File: src/rtl/axis_uart_pkg.sv
// Shared types and constants for the UART TX arbitration slice.
package axis_uart_pkg;

   typedef enum logic [1:0] {
      ARB_IDLE   = 2'd0,
      ARB_HEADER = 2'd1,
      ARB_DATA   = 2'd2
   } arb_state_t;

   localparam logic [3:0] HEADER_MARK = 4'hA;

   // Channel-ID header byte: marker nibble over the source index.
   function automatic logic [7:0] header_byte(input logic [3:0] id);
      return {HEADER_MARK, id};
   endfunction

endpackage

File: src/rtl/axis_if.sv
// Minimal AXI-Stream bundle (no tlast) used toward the UART transmitter.
interface axis_if #(
   parameter int DATA_WIDTH = 8
);
   logic                  tvalid;
   logic                  tready;
   logic [DATA_WIDTH-1:0] tdata;

   modport m_axis (output tvalid, output tdata, input tready);
   modport s_axis (input tvalid, input tdata, output tready);
endinterface

File: src/rtl/rr_picker.sv
// Combinational round-robin picker: first requester after last_grant, wrapping.
module rr_picker #(
   parameter int NUM_SRC = 4
) (
   input  logic [NUM_SRC-1:0]         req,
   input  logic [$clog2(NUM_SRC)-1:0] last_grant,
   output logic                       found,
   output logic [$clog2(NUM_SRC)-1:0] idx
);
   localparam int IDX_W = $clog2(NUM_SRC);

   // Scan farthest-to-nearest so the nearest requester is the final winner.
   always_comb begin
      logic [IDX_W-1:0] cand_s;
      cand_s = '0;
      found  = 1'b0;
      idx    = '0;
      for (int k = NUM_SRC; k >= 1; k--) begin
         cand_s = IDX_W'((int'(last_grant) + k) % NUM_SRC);
         found  = found | req[cand_s];
         idx    = req[cand_s] ? cand_s : idx;
      end
   end

endmodule

File: src/rtl/axis_uart_tx_arbiter.sv
// Round-robin arbiter sharing one UART TX stream among NUM_SRC packet sources,
// with optional channel-ID header per grant, burst limit and stall watchdog.
module axis_uart_tx_arbiter
   import axis_uart_pkg::*;
#(
   parameter int NUM_SRC        = 4,
   parameter int AXI_DATA_WIDTH = 8,
   parameter bit HEADER_EN      = 1'b1,
   parameter int MAX_BURST      = 16,
   parameter int STALL_CYCLES   = 100_000
) (
   input  logic                               aclk,
   input  logic                               aresetn,
   input  logic [NUM_SRC-1:0]                 s_tvalid,
   output logic [NUM_SRC-1:0]                 s_tready,
   input  logic [NUM_SRC*AXI_DATA_WIDTH-1:0]  s_tdata,
   input  logic [NUM_SRC-1:0]                 s_tlast,
   axis_if.m_axis                             m_axis,
   output logic                               grant_valid,
   output logic [$clog2(NUM_SRC)-1:0]         grant_id,
   output logic                               pkt_done,
   output logic                               stall_err
);
   localparam int IDX_W      = $clog2(NUM_SRC);
   localparam int BEAT_W     = $clog2(MAX_BURST + 1);
   localparam int STALL_W    = $clog2(STALL_CYCLES + 1);
   localparam int BURST_LAST = MAX_BURST - 1;
   localparam int STALL_LAST = STALL_CYCLES - 1;

   arb_state_t                  state_r;
   logic                        grant_valid_r;
   logic [IDX_W-1:0]            grant_id_r;
   logic [IDX_W-1:0]            last_grant_r;
   logic [BEAT_W-1:0]           beat_cnt_r;
   logic [STALL_W-1:0]          stall_cnt_r;
   logic                        pkt_done_r;
   logic                        stall_err_r;

   logic                        pick_found_s;
   logic [IDX_W-1:0]            pick_idx_s;
   logic                        src_valid_s;
   logic                        src_last_s;
   logic [AXI_DATA_WIDTH-1:0]   src_data_s;
   logic                        hs_s;
   logic                        m_tvalid_s;
   logic [AXI_DATA_WIDTH-1:0]   m_tdata_s;
   logic [NUM_SRC-1:0]          s_tready_s;

   rr_picker #(
      .NUM_SRC (NUM_SRC)
   ) u_picker (
      .req        (s_tvalid),
      .last_grant (last_grant_r),
      .found      (pick_found_s),
      .idx        (pick_idx_s)
   );

   assign src_valid_s = s_tvalid[grant_id_r];
   assign src_last_s  = s_tlast[grant_id_r];
   assign src_data_s  = s_tdata[int'(grant_id_r) * AXI_DATA_WIDTH +: AXI_DATA_WIDTH];
   assign hs_s        = (state_r == ARB_DATA) && src_valid_s && m_axis.tready;

   // Output steering: header from registered grant, data straight from the owner.
   always_comb begin
      m_tvalid_s = 1'b0;
      m_tdata_s  = '0;
      s_tready_s = '0;
      case (state_r)
         ARB_HEADER: begin
            m_tvalid_s = 1'b1;
            m_tdata_s  = AXI_DATA_WIDTH'(header_byte(4'(grant_id_r)));
         end
         ARB_DATA: begin
            m_tvalid_s             = src_valid_s;
            m_tdata_s              = src_data_s;
            s_tready_s[grant_id_r] = m_axis.tready;
         end
         default: begin
            m_tvalid_s = 1'b0;
            m_tdata_s  = '0;
            s_tready_s = '0;
         end
      endcase
   end

   assign m_axis.tvalid = m_tvalid_s;
   assign m_axis.tdata  = m_tdata_s;
   assign s_tready      = s_tready_s;
   assign grant_valid   = grant_valid_r;
   assign grant_id      = grant_id_r;
   assign pkt_done      = pkt_done_r;
   assign stall_err     = stall_err_r;

   // Arbitration FSM with grant bookkeeping, burst counter and stall watchdog.
   always_ff @(posedge aclk) begin
      if (!aresetn) begin
         state_r       <= ARB_IDLE;
         grant_valid_r <= 1'b0;
         grant_id_r    <= '0;
         last_grant_r  <= IDX_W'(NUM_SRC - 1);
         beat_cnt_r    <= '0;
         stall_cnt_r   <= '0;
         pkt_done_r    <= 1'b0;
         stall_err_r   <= 1'b0;
      end else begin
         pkt_done_r  <= 1'b0;
         stall_err_r <= 1'b0;
         case (state_r)
            ARB_IDLE: begin
               if (pick_found_s) begin
                  grant_id_r    <= pick_idx_s;
                  grant_valid_r <= 1'b1;
                  last_grant_r  <= pick_idx_s;
                  state_r       <= HEADER_EN ? ARB_HEADER : ARB_DATA;
               end
            end
            ARB_HEADER: begin
               if (m_axis.tready) begin
                  state_r <= ARB_DATA;
               end
            end
            ARB_DATA: begin
               // tlast wins over the burst limit when both land on one beat.
               if (hs_s) begin
                  stall_cnt_r <= '0;
                  if (src_last_s || (beat_cnt_r == BEAT_W'(BURST_LAST))) begin
                     pkt_done_r    <= src_last_s;
                     state_r       <= ARB_IDLE;
                     grant_valid_r <= 1'b0;
                     beat_cnt_r    <= '0;
                  end else begin
                     beat_cnt_r <= beat_cnt_r + BEAT_W'(1);
                  end
               end else if (src_valid_s) begin
                  stall_cnt_r <= '0;
               end else if (stall_cnt_r == STALL_W'(STALL_LAST)) begin
                  stall_err_r   <= 1'b1;
                  state_r       <= ARB_IDLE;
                  grant_valid_r <= 1'b0;
                  beat_cnt_r    <= '0;
                  stall_cnt_r   <= '0;
               end else begin
                  stall_cnt_r <= stall_cnt_r + STALL_W'(1);
               end
            end
            default: begin
               state_r       <= ARB_IDLE;
               grant_valid_r <= 1'b0;
               beat_cnt_r    <= '0;
               stall_cnt_r   <= '0;
            end
         endcase
      end
   end

endmodule

File: src/flat_wrapper.sv
// flat-port wrapper written by rule: the top's interface ports become plain ports
module axis_uart_tx_arbiter_flat import axis_uart_pkg::*;
#(
   parameter int NUM_SRC        = 4,
   parameter int AXI_DATA_WIDTH = 8,
   parameter bit HEADER_EN      = 1'b1,
   parameter int MAX_BURST      = 16,
   parameter int STALL_CYCLES   = 100_000
)
  (aclk, aresetn, s_tvalid, s_tready, s_tdata, s_tlast, grant_valid, grant_id, pkt_done, stall_err, m_axis_tvalid, m_axis_tdata, m_axis_tready);
  axis_if #(.DATA_WIDTH((8))) m_axis_i ();
  input  logic aclk;
  input  logic aresetn;
  input  logic [NUM_SRC-1:0] s_tvalid;
  output logic [NUM_SRC-1:0] s_tready;
  input  logic [NUM_SRC*AXI_DATA_WIDTH-1:0] s_tdata;
  input  logic [NUM_SRC-1:0] s_tlast;
  output logic grant_valid;
  output logic [$clog2(NUM_SRC)-1:0] grant_id;
  output logic pkt_done;
  output logic stall_err;
  output wire logic [$bits(m_axis_i.tvalid)-1:0] m_axis_tvalid;
  output wire logic [$bits(m_axis_i.tdata)-1:0] m_axis_tdata;
  input wire logic [$bits(m_axis_i.tready)-1:0] m_axis_tready;
  assign m_axis_tvalid = m_axis_i.tvalid;
  assign m_axis_tdata = m_axis_i.tdata;
  assign m_axis_i.tready = m_axis_tready;
  axis_uart_tx_arbiter #(.NUM_SRC(NUM_SRC), .AXI_DATA_WIDTH(AXI_DATA_WIDTH), .HEADER_EN(HEADER_EN), .MAX_BURST(MAX_BURST), .STALL_CYCLES(STALL_CYCLES)) u_core (.aclk(aclk), .aresetn(aresetn), .s_tvalid(s_tvalid), .s_tready(s_tready), .s_tdata(s_tdata), .s_tlast(s_tlast), .m_axis(m_axis_i), .grant_valid(grant_valid), .grant_id(grant_id), .pkt_done(pkt_done), .stall_err(stall_err));
endmodule
File: config.mk
export PLATFORM = sky130hd
export DESIGN_NAME = axis_uart_tx_arbiter_flat
export DESIGN_NICKNAME = d
export VERILOG_FILES = /design/src/rtl/axis_uart_pkg.sv /design/src/rtl/axis_if.sv /design/src/rtl/rr_picker.sv /design/src/rtl/axis_uart_tx_arbiter.sv /design/src/flat_wrapper.sv
export SDC_FILE = /design/constraint.sdc
export NUM_CORES = 1
export LEC_CHECK = 0
export CORE_MARGIN = 2
export CORE_UTILIZATION = 51
export CTS_CLUSTER_DIAMETER = 50
export DETAILED_ROUTE_END_ITERATION = 12
export PLACE_DENSITY = 0.85
export SKIP_LAST_GASP = 1
export SLEW_MARGIN = 20
export SYNTH_ARGS = -nofsm -noshare
export SYNTH_HDL_FRONTEND = slang
export SYNTH_HIERARCHICAL = 1
export SYNTH_SLANG_ARGS = --single-unit
File: constraint.sdc
create_clock -name aclk -period 5.65 [get_ports aclk]
set_clock_uncertainty 0.05 [all_clocks]
set_input_delay 0.565 -clock aclk [delete_from_list [all_inputs] [get_ports aclk]]
set_output_delay 0.565 -clock aclk [all_outputs]
set_load 0.005 [all_outputs]
## Yosys cells after proc, flatten, opt, wreduce, memory -nomap -nowiden

Cells that the tools add are included.

| word-level totals | value |
|---|---|
| flip-flop bits (word level) | 31 |
| output and inout bits | 18 |
| logic and storage cells | 94 |

| cells by class | value |
|---|---|
| eq/ne operators | 9 |
| mux-type cells | 44 |
| $add $sub $neg | 6 |
| shift-type cells | 1 |
| $lt $le $gt $ge | 6 |
| bitwise logic cells | 8 |
| reductions and logical operators | 12 |

Operator list:

| cell | number |
|---|---|
| $mux W17 | 3 |
| $pmux W17 S2 | 1 |
| $shiftx A32 B6 Y8 | 1 |
| $mux W2 | 10 |
| $mux W5 | 4 |
| $add A17 B1 Y17 const B | 1 |
| $eq A17 B17 Y1 const B | 1 |
| $pmux W8 S2 | 1 |
| $lt A2 B3 Y1 const B | 5 |
| $mux W1 | 13 |
| $bmux W1 S2 | 6 |
| $pmux W5 S2 | 1 |
| $reduce_and A5 Y1 | 2 |
| $ne A3 B3 Y1 const B | 2 |
| $pmux W2 S3 | 1 |
| $add A5 B1 Y5 const B | 1 |
| $eq A5 B4 Y1 const B | 1 |
| $add A2 B1 Y2 const B | 2 |
| $add A2 B2 Y2 const B | 2 |
| $and A4 B4 Y4 | 1 |
| $mux W4 | 1 |
| $not A1 Y1 | 4 |
| $reduce_and A4 Y1 | 1 |
| $reduce_or A4 Y1 | 1 |
| other kinds (16) | 20 |

## Longest topological paths before layout

| logic depth | value |
|---|---|
| depth after elaboration | 8 |
| gate-level depth with buffers | 9 |
| depth with buffers taken out | 8 |

## Modules after synthesis

The synthesis kept the hierarchy.

Modules (own cells, without submodules):

| module | times used | cells each | area each (µm²) | seq. area each (µm²) |
|---|---|---|---|---|
| axis_uart_tx_arbiter | 1 | 227 | 1,965.6 | 620.6 |
| rr_picker | 1 | 14 | 91.3 | 0.0 |

## Worst setup path after synthesis

OpenSTA, ideal clock, no wires.

| path | value |
|---|---|
| path type | reg-to-output |
| from | register u_core.grant_id_r[0] (netlist: u_core/grant_id[0]) |
| to | output port m_axis_tdata[2] |
| data arrival time | 1,421 ps |
| cell stages (with the launch flop) | 5 |
| buffers on the path | 2 |
| data required time | 5,035 ps |
| path slack | 3,614 ps |
| cell sequence | dfxtp_1 -> buf_6 -> buf_2 -> mux4_2 -> and3_1 |

| between the ends | value |
|---|---|
| longest elaborated chain between the ends | 2 |

Ends and longest elaborated chain:

| item | RTL line | text |
|---|---|---|
| start, declared | axis_uart_tx_arbiter.sv:32 | `logic [IDX_W-1:0] grant_id_r;` |
| start signal, assigned | axis_uart_tx_arbiter.sv:111 | `grant_id_r <= pick_idx_s;` |
| $shiftx A32 B6 Y8 | axis_uart_tx_arbiter.sv:60 | `assign src_data_s = s_tdata[int'(grant_id_r) * AXI_DATA_WIDTH +: AXI_DATA_WIDTH];` |
| $pmux W8 S2 | axis_uart_tx_arbiter.sv:68 | `case (state_r)` |
| end, declared | flat_wrapper.sv:23 | `output wire logic [$bits(m_axis_i.tdata)-1:0] m_axis_tdata;` |

No other way between the ends.

## Final worst setup path

| path | value |
|---|---|
| from | register u_core.grant_id_r[0] (netlist: u_core/grant_id[0]) |
| to | output port m_axis_tdata[1] |

Same word-level chain as after synthesis.

==> metrics.md <==
| Metric | Value |
|---|---|
| Distinct cell type count after synthesis | 51 |
| Routed length per instance | 14.5 um |
| Count of pins over their slew limit | 0 |
| CTS hold repair buffers | 0 |
| Worst Setup Start Kind | flop |
| CP Data Arrival Time | 2.51 ns |
| Number of synthesized flops with an enable pin | 0 |
| Status | finished clean |
| Vias per Instance | 5.55 |
| Max Cap Violations | 0 |
| Crit Reg-Reg Startpoint | u_core/grant_id[0] |
| Cells after Synth | 241 |
| Startpoint of the most critical hold path | u_core/stall_cnt_r[1] |
| Die Outline Area | 0.00456 mm2 |
| Uppermost metal layer occupied by signal nets | met4 |
| Detail Route Antenna Nets | 0 |
| Detailed Routing Iterations Pass 1 | 5 |
| Category of the worst setup path capture point | output pin |
| Reg clk slew, reported paths | 0.06 ns |
| Endpoint with the worst hold slack | u_core/stall_cnt_r[1] |
| Finish-stage setup viols | 0 |
| Leakage power | 0.992 nW |
| Maximum buffer depth of the clock tree | 2 |
| Worst-path maximum fanout | 22 |
| Mean post-synth cell area | 8.54 um2 |
| Clock root cell | clkbuf_8 |
| Met1 WL | 2040 um |
| Maximum clock rate | 320 MHz |
| Worst-case headroom to the max-slew limit | 37.3% |
| Internal reg-to-reg setup slack | 3.22 ns |
| Final HPWL from detailed placement | 3810 um |
| Core area | 0.00394 mm2 |
| Overall overflow remaining after global route | 0 |
| Dominant register cell in the synthesized netlist | dfxtp_1 |
| Met2 wirelength from detailed routing | 2450 um |
| Cell with the biggest individual delay on the critical path | dfxtp_1 |
| Rows | 23 |
| Number of resized instances in the post-cts repair step | 0 |
| Post-route cell area | 0.00277 mm2 |
| Post-route fraction of the period consumed by the critical path | 55.2% |
| Clock tree from TritonCTS | done |
| Total nets after synthesis | 291 |
| Worst R2R Path Depth | 5 |
| First-pass GRT wire length | 8100 um |
| Final critical path time including I/O delays and setup | 3.12 ns |
| Power per unit of standard cell area | 314 mW/mm2 |
| Final hold violations | 0 |
| CP cell instances | mux4_2 > a22oi_1 > nor2b_1 > clkdlybuf4s50_1 |
| H-tree levels | 2 |
| Synthesis warning total | 6 |
| Number of remaining DRC errors | 0 |
| Buffers added on ports | 60 |
| Post-placement cell area | 0.00265 mm2 |
| Total standard cell area after synthesis | 0.00206 mm2 |
| Slowest Stage Delay on Critical Path | 0.94 ns |
| Total negative setup slack | 0 ns |
| Ports | 61 |
| Area occupied by registers | 621 um2 |
| Utilization after layout | 70.2% |
| Antenna violations before repair | 0 |
| Actual slew at the worst max-slew pin | 0.939 ns |
| Synthesis-to-layout area growth | 34.6% |
| RD Place Congestion | 0.778 |
| Total inserted antenna cells | 0 |
| Sum of routed wire length over all layers | 5040 um |
| Multi-input logic area | 0.00133 mm2 |
| Later-pin clock latency in the skew report | 0.29 ns |
| Worst-case hold slack | 0.428 ns |
| Kind of path behind the tightest hold check | reg -> reg |
| Routed length on met3 | 503 um |
| Via count of the first global-routing pass | 1796 |
| Proportion of layout cells with a drive suffix above 1 | 9.06% |
| Largest net degree at the start of global routing | 23 |
| Sequential element share of the synthesized area | 30.2% |
| CP top delay family | flip-flops |
| Peak supply drop | 0.223 mV |
| Number of nets in the layout | 347 |
| Number of setup buffers added after CTS | 0 |
| Unrepaired setup endpoints after global routing | false |
| Critical R2R Capture | u_core/stall_cnt_r[13] |
| Number of cells on the worst hold path | 2 |
| Crit path required time | 5.04 ns |
| Synth Register Bits | 31 |
| GRT Total Usage | 23.5% |
| Count of buffer and inverter cells on the critical path | 1 |
| Total clock sinks | 31 |
| Die W | 67.5 um |
| Async set-reset flop share out of synthesis | 0% |
| Num CTS Buffers | 5 |
| Die Y-Extent | 67.5 um |
| Number of filler cells placed in the layout | 331 |
| Vias after detailed routing | 1933 |
| Classification of the worst setup path | reg -> out |
| Detailed Route Iter0 Violations | 90 |
| Initial standard-cell utilization of the core | 52.2% |
[through the flow]
step                      power (W)  setup WS, ns  cells
after floorplan            0.000547          3.61    241
after global placement     0.000641          2.72    340
after detailed placement   0.000650          2.70    340
after CTS                  0.000876          2.51    348
after global routing       0.000927          2.35    348
final                      0.000870          2.53    348
[cells in the final DEF (no fill, tap or decap), types with 5 or more instances in the layout]
master           instances
xnor2_1                  5
nand2_1                 24
mux4_2                   8
xor2_1                   7
clkdlybuf4s50_1         60
a21oi_1                 12
nor2_1                  30
ha_1                     7
inv_1                   10
nor3_1                   9
nand2b_1                 6
and3_1                   7
nand3_1                 14
dfxtp_1                 31
mux2i_1                  8
clkbuf_8                 6
[power breakdown]
| group | switching, W | total [W] | internal [W] |
|---|---|---|---|
| Combinational | 0.000169 | 0.000360 | 0.000191 |
| Sequential | 0.0000473 | 0.000286 | 0.000239 |
| Clock | 0.0000812 | 0.000224 | 0.000143 |
| Total | 0.000298 | 0.000870 | 0.000572 |
[routing by layer]
layer / up-vias / global-route usage [%]
met5: - / 0
met4: 0 / 6.89
met3: 7 / 6.83
met2: 76 / 42.8
met1: 873 / 26.2
li1: 977 / -
[registers in the layout (all words and copies together) (netlist names)]
register / flops
u_core/beat_cnt_r: 5
u_core/grant_id: 2
u_core/grant_valid: 1
u_core/last_grant_r: 2
u_core/pkt_done: 1
u_core/stall_cnt_r: 17
u_core/stall_err: 1
u_core/state_r: 2
[worst max path at each step]
stage                  startpoint               to  slack (ns)  depth (start not counted)
6_report       u_core/grant_id[0]  m_axis_tdata[1]        2.53                          4
2_1_floorplan  u_core/grant_id[0]  m_axis_tdata[2]        3.61                          4
3_5_place_dp          s_tvalid[1]    m_axis_tvalid        2.70                          5
3_3_place_gp          s_tvalid[1]    m_axis_tvalid        2.72                          5
4_1_cts        u_core/grant_id[0]  m_axis_tdata[0]        2.51                          4
5_1_grt        u_core/grant_id[0]  m_axis_tdata[1]        2.35                          4
[cells in the mapped netlist (all sizes together), types with 6 or more instances]
master	n	area, um2
nand2b	6	37.5
nand3	14	70.1
nor3	9	45.0
a21oi	13	68.8
buf	7	53.8
inv	11	41.3
ha	7	87.6
and3	7	43.8
nand2	24	90.1
nor2	31	119
dfxtp	31	621
mux2i	8	80.1
xor2	7	61.3
mux4	8	180
[cells by family after synthesis]
group | share of synthesized area (%)
AOI/OAI and AO/OA | 13.9
xor gates and xnor gates | 5.11
adders and majority gates | 4.26
buffers and inverters | 5.35
DFF | 30.2
muxes | 12.7
and+or+nand+nor | 28.5
[worst reg2reg max path: stages (launching register included)]
cell     delay (ns)
dfxtp_1        0.94
and2b_1        0.28
a22oi_2        0.29
nor2_1         0.17
o21ai_2        0.47
nor2_1         0.11
[final cells by class]
| cell class | count | area share, % |
|---|---|---|
| Multi-Input combinational cell | 188 | 47.9 |
| Sequential cell | 31 | 22.4 |
| Timing Repair Buffer | 60 | 21.7 |
| Clock buffer | 6 | 2.98 |
| Tap cell | 50 | 2.26 |
| Inverter | 11 | 1.49 |
| Clock inverter | 2 | 1.27 |
(Power assumes the default switching activity.)
